## src/rtl/audio_i2s.sv

```systemverilog
`timescale 1ns/1ps
`default_nettype none
// ============================================================================
// Module   : audio_i2s
// Purpose  : Converts unsigned 10-bit L/R mixer sums to signed 16-bit PCM and
//            serialises them as a Philips I2S stream. Optional macro
//            AUDIO_SDM_EN adds per-channel first-order sigma-delta outputs.
// Revision : 1.0
// ============================================================================
module audio_i2s #(
    parameter int DIV = 7
) (
    input  logic       clock,
    input  logic       reset,
    input  logic [9:0] laudio,
    input  logic [9:0] raudio,
    output logic       sck,
    output logic       lrck,
    output logic       sdo,
`ifdef AUDIO_SDM_EN
    output logic       dsl,
    output logic       dsr,
`endif
    output logic       strobe
);

    localparam logic [7:0] c_DIV_LAST = 8'(DIV - 1);

    logic [7:0]  div_q,   div_d;
    logic        sck_q,   sck_d;
    logic [4:0]  slot_q,  slot_d;
    logic        lrck_q,  lrck_d;
    logic        sdo_q,   sdo_d;
    logic        strobe_q, strobe_d;
    logic [15:0] lword_q, lword_d;
    logic [15:0] rword_q, rword_d;

    logic        w_tick;
    logic        w_fall;
    logic [4:0]  w_slot_nx;
    logic [3:0]  w_lidx;
    logic [3:0]  w_ridx;
    logic [15:0] w_lconv;
    logic [15:0] w_rconv;

    assign w_tick    = (div_q == c_DIV_LAST);
    assign w_fall    = w_tick & sck_q;
    assign w_slot_nx = slot_q + 5'd1;
    // Slots 1..16 carry L[15..0]; slots 17..31 carry R[15..1].
    assign w_lidx    = 4'(5'd16 - w_slot_nx);
    assign w_ridx    = 4'(5'd0 - w_slot_nx);
    assign w_lconv   = {~laudio[9], laudio[8:0], 6'b000000};
    assign w_rconv   = {~raudio[9], raudio[8:0], 6'b000000};

    always_comb begin
        div_d    = div_q + 8'd1;
        sck_d    = sck_q;
        slot_d   = slot_q;
        lrck_d   = lrck_q;
        sdo_d    = sdo_q;
        strobe_d = 1'b0;
        lword_d  = lword_q;
        rword_d  = rword_q;
        if (w_tick) begin
            div_d = 8'd0;
            sck_d = ~sck_q;
        end
        if (w_fall) begin
            slot_d = w_slot_nx;
            if (w_slot_nx == 5'd0)  lrck_d = 1'b0;
            if (w_slot_nx == 5'd16) lrck_d = 1'b1;
            if (w_slot_nx == 5'd1) begin
                lword_d  = w_lconv;
                rword_d  = w_rconv;
                strobe_d = 1'b1;
            end
            // lword_d so slot 1 already shifts the word captured on this edge
            if (w_slot_nx == 5'd0)
                sdo_d = rword_q[0];
            else if (w_slot_nx <= 5'd16)
                sdo_d = lword_d[w_lidx];
            else
                sdo_d = rword_q[w_ridx];
        end
    end

    always_ff @(posedge clock or posedge reset) begin
        if (reset) begin
            div_q    <= 8'd0;
            sck_q    <= 1'b0;
            slot_q   <= 5'd31;
            lrck_q   <= 1'b1;
            sdo_q    <= 1'b0;
            strobe_q <= 1'b0;
            lword_q  <= 16'h0000;
            rword_q  <= 16'h0000;
        end else begin
            div_q    <= div_d;
            sck_q    <= sck_d;
            slot_q   <= slot_d;
            lrck_q   <= lrck_d;
            sdo_q    <= sdo_d;
            strobe_q <= strobe_d;
            lword_q  <= lword_d;
            rword_q  <= rword_d;
        end
    end

    assign sck    = sck_q;
    assign lrck   = lrck_q;
    assign sdo    = sdo_q;
    assign strobe = strobe_q;

`ifdef AUDIO_SDM_EN
    logic [10:0] lacc_q, lacc_d;
    logic [10:0] racc_q, racc_d;

    // Bit 10 holds the carry of the last add; it is the modulator output.
    always_comb begin
        lacc_d = {1'b0, lacc_q[9:0]} + {1'b0, laudio};
        racc_d = {1'b0, racc_q[9:0]} + {1'b0, raudio};
    end

    always_ff @(posedge clock or posedge reset) begin
        if (reset) begin
            lacc_q <= 11'd0;
            racc_q <= 11'd0;
        end else begin
            lacc_q <= lacc_d;
            racc_q <= racc_d;
        end
    end

    assign dsl = lacc_q[10];
    assign dsr = racc_q[10];
`endif

endmodule
`default_nettype wire
```

## config.mk

```make
export PLATFORM = sky130hd
export DESIGN_NAME = audio_i2s
export DESIGN_NICKNAME = d
export VERILOG_FILES = /design/src/rtl/audio_i2s.sv
export SDC_FILE = /design/constraint.sdc
export NUM_CORES = 1
export LEC_CHECK = 0
export BUFFER_PORTS_ARGS = -buffer_cell sky130_fd_sc_hd__buf_4
export CELL_PAD_IN_SITES_DETAIL_PLACEMENT = 1
export CELL_PAD_IN_SITES_GLOBAL_PLACEMENT = 2
export CORE_AREA = 2 2 86 88
export DETAILED_ROUTE_END_ITERATION = 10
export DIE_AREA = 0 0 88 90
export PLACE_DENSITY_LB_ADDON = 0.1
export SLEW_MARGIN = 40
export SYNTH_ARGS = -nofsm -noshare
export SYNTH_HDL_FRONTEND = slang
export SYNTH_SLANG_ARGS = --single-unit
```

## constraint.sdc

```tcl
create_clock -name clock -period 2.6 [get_ports clock]
set_input_delay 0.13 -clock clock [delete_from_list [all_inputs] [get_ports clock]]
set_output_delay 0.13 -clock clock [all_outputs]
set_load 0.01 [all_outputs]
```

==> flow_summary_export.csv <==
group,metric,value,unit
synth,synth_area_leaders,"dfrtp_1 41%, mux2_1 9.1%, dfstp_2 7.1%",
layout,antenna_cells,0,
layout,synthToLayoutAreaGrowth,22.5,%
grt,grt_overflow,0,
grt,grt_pass1_vias,1812,
synth,yosysTopAreaCell,"dfrtp_1",
synth,syn_avg_cell_area,11.3,um^2
setup_path,worst-setup-path-type,"register to register",
outcome,status,"complete, no violations",
floorplan,ios,26,
clocking,cts_buffer_depth,2,
synth,netlist_top_cells_count,"37 x dfrtp_1, 18 x mux2_1, 14 x nand2_1, 14 x nor2_1",
grt,grt_usage,14.6,%
clocking,cts_max_level,2,
timing,max_freq,411,MHz
grt,antenna_found_initial,0,
detailed_routing,vias_per_cell,4.81,
timing,timing.final.ws_setup,0.169,ns
floorplan,die_y,90,um
synth,ys.warnings.count,0,
timing,timing.hold.ws,0.0141,ns
detailed_routing,wl_per_cell,15.4,um
timing,tightest_slew,0.556,ns
setup_path,critPathSlowestCell,"dfstp_2",
placed_design,io_buffers,25,
setup_path,slowest_delay,0.58,ns
power,peakVddDrop,0.166,mV
detailed_routing,antenna_left,0,
setup_path,crit_buf_inv,0,
setup_path,cp_data_arrival_time,2.61,ns
setup_path,r2r_setup_slack,0.17,ns
synth,synth.most_common_cell,"dfrtp_1",
clocking,numCtsBuffers,5,
clocking,clock_latency,0.29,ns
floorplan,core,7020,um^2
job,cap_violations,0,
clocking,clk_pin_slew_worst_paths,0.08,ns
setup_path,path_cells,"ha_2 > nand3_1 > xor2_1 > o211a_1 > mux4_2 > a31o_1 > nor4_2 > o31ai_1",
synth,yosysSeqAreaShare,48.5,%
synth,synth-edff-count,0,
timing,fin_crit_sh,93.5,%
floorplan,start_util,31.8,%
synth,synth_cell_types,44,
timing,rsz0062_at_grt,"false",
detailed_routing,drt_iter0_drc,74,
synth,synthArstFlopShare,100,%
synth,ys_ff_latch,43,
layout,n_fill_cell,786,
timing,clock_skew,0.00636,ns
floorplan,rows,31,
placed_design,place_ws,-0.0122,ns
setup_path,crit_path_start_kind,"register",
detailed_routing,wl,5.14,mm
setup_path,endpoint_kind,"register",
synth,netlist_instances,198,
synth,synthFlopType,"dfrtp_1",
timing,hold_viol_final,0,
clocking,cts_tree,"done",
grt,grt_max_degree,44,
detailed_routing,firstDrtPassIters,4,
clocking,clkSinkCount,43,
setup_path,required,2.78,ns
layout,nets,261,
placed_design,globalplace.congestion,0.782,
power,leakage,0.00121,uW
clocking,cts_root_buf,"clkbuf_8",
floorplan,fp.dieW,88,um
grt,grt_first_pass_wirelength,9.01,mm
detailed_routing,vias,1610,
setup_path,path_delay_family,"compound AO/OA/AOI/OAI gates",
layout,postLayoutCellArea,2740,um^2
layout,seq_area,1080,um^2
detailed_routing,route.detailed.drc,0,
timing,setup_violations,0,
setup_path,critical_path.max_fanout,4,
timing,final.setup.tns,0,ns
layout,drive_gt1_share,28.8,%
power,power_density,430,nW/um^2
placed_design,hpwl,3.87,mm
layout,multi_input_area,1090,um^2
worst_hold_path,hp-class,"input pin to register",
synth,synth_area,2230,um^2
synth,synth_top_cell_area_share,41.4,%
timing,period_minus_slack,2.43,ns
timing,drv_slew,0,
synth,syn_nets,224,
placed_design,place_area,2590,um^2
timing,slew_headroom,62.9,%
floorplan,dieArea,7920,um^2
## sequential cells by signal (all words and copies together), names as in the netlist
signal	flops
sdo	1
rword_q	10
lrck	1
slot_q	5
lword_q	16
sck	1
strobe	1
div_q	8
## worst register-to-register path: stages, from the launching register on
cell and delay [ns]:
dfstp_2 0.58, ha_2 0.21, nand3_1 0.13, xor2_1 0.17, o211a_1 0.25, mux4_2 0.35
a31o_1 0.25, nor4_2 0.26, o31ai_1 0.10
## metrics by stage
stage | util [%] | cells | total power [uW]
floorplan | - | 198 | 735
global placement | 36.9 | 324 | 771
detailed placement | 36.9 | 324 | 776
CTS | 38.5 | 334 | 1200
global route | 39.0 | 335 | 1250
finish | 39.0 | 335 | 1180
## area by class of cell
class,count,share of cell area (%)
Sequential cell,43,39.6
Multi-Input combinational cell,137,39.8
Inverter,7,0.960
Tap cell,99,4.52
Timing Repair Buffer,41,12.0
Clock inverter,2,0.457
Clock buffer,6,2.65
## path summary, 6_finish.rpt
kind	startpoint	endpoint	cells past startpoint
worst min register to register	lword_q[8]	lword_q[8]	1
worst max register to register	slot_q[0]	sdo	8
worst max-delay path	slot_q[0]	sdo	8
worst min-delay path	laudio[9]	lword_q[15]	2
max in group asynchronous	reset	lrck	4
min in group asynchronous	reset	strobe	4
## where the power goes
part           total, uW  switching, uW  internal [uW]  leakage, uW
combinational       69.8           29.4           40.5     0.000646
sequential           694           8.34            685     0.000526
clock                413            225            188    0.0000412
## cell families after synthesis
logic type      count (synthesis)  share of synthesized area [%]
fa+ha+maj                       4                           2.24
xor+xnor                       14                           5.49
mux                            30                           17.4
flops                          43                           48.5
simple gates                   62                           14.2
buf+inv                        18                           3.98
compound gates                 27                           8.23
## cell usage in the layout, fill, tap and decap left out, types with 2 or more instances in the layout
cell type      count
mux2_2             2
dfstp_2            6
nor4_2             2
a211oi_1           2
nand3_1            9
buf_4             37
nand2_1           14
inv_1              5
mux4_2             5
and3_1             4
xnor2_1            9
mux2_1            18
o211a_1            2
o31ai_1            2
mux2i_1            5
nor3_1             2
ha_1               2
xor2_1             5
a21oi_1            5
o21ai_0            7
inv_2              2
dfrtp_1           37
nor2_1            14
dlygate4sd3_1      2
clkbuf_8           5
nand2b_1           2
nor2b_1            7
and2_1             2
## timing repair
action | in CTS | in global routing
pin swaps | 0 | 1
hold buffers | 2 | 0
setup endpoints to repair | 1 | 1
endpoints found under the hold margin | 21 | 0
setup buffers | 0 | 1
gates resized for setup | 1 | 5
## per-layer routing
| metal | vias to the layer above | share of wire [%] | track usage (%) |
|---|---|---|---|
| li1 | 760 | - | - |
| met5 | - | 0 | 0 |
| met2 | 16 | 53 | 24.1 |
| met4 | 0 | 1.8 | 5.51 |
| met1 | 827 | 43 | 18.8 |
| met3 | 7 | 2.0 | 2.75 |
Power figures use the tool's default switching activity.
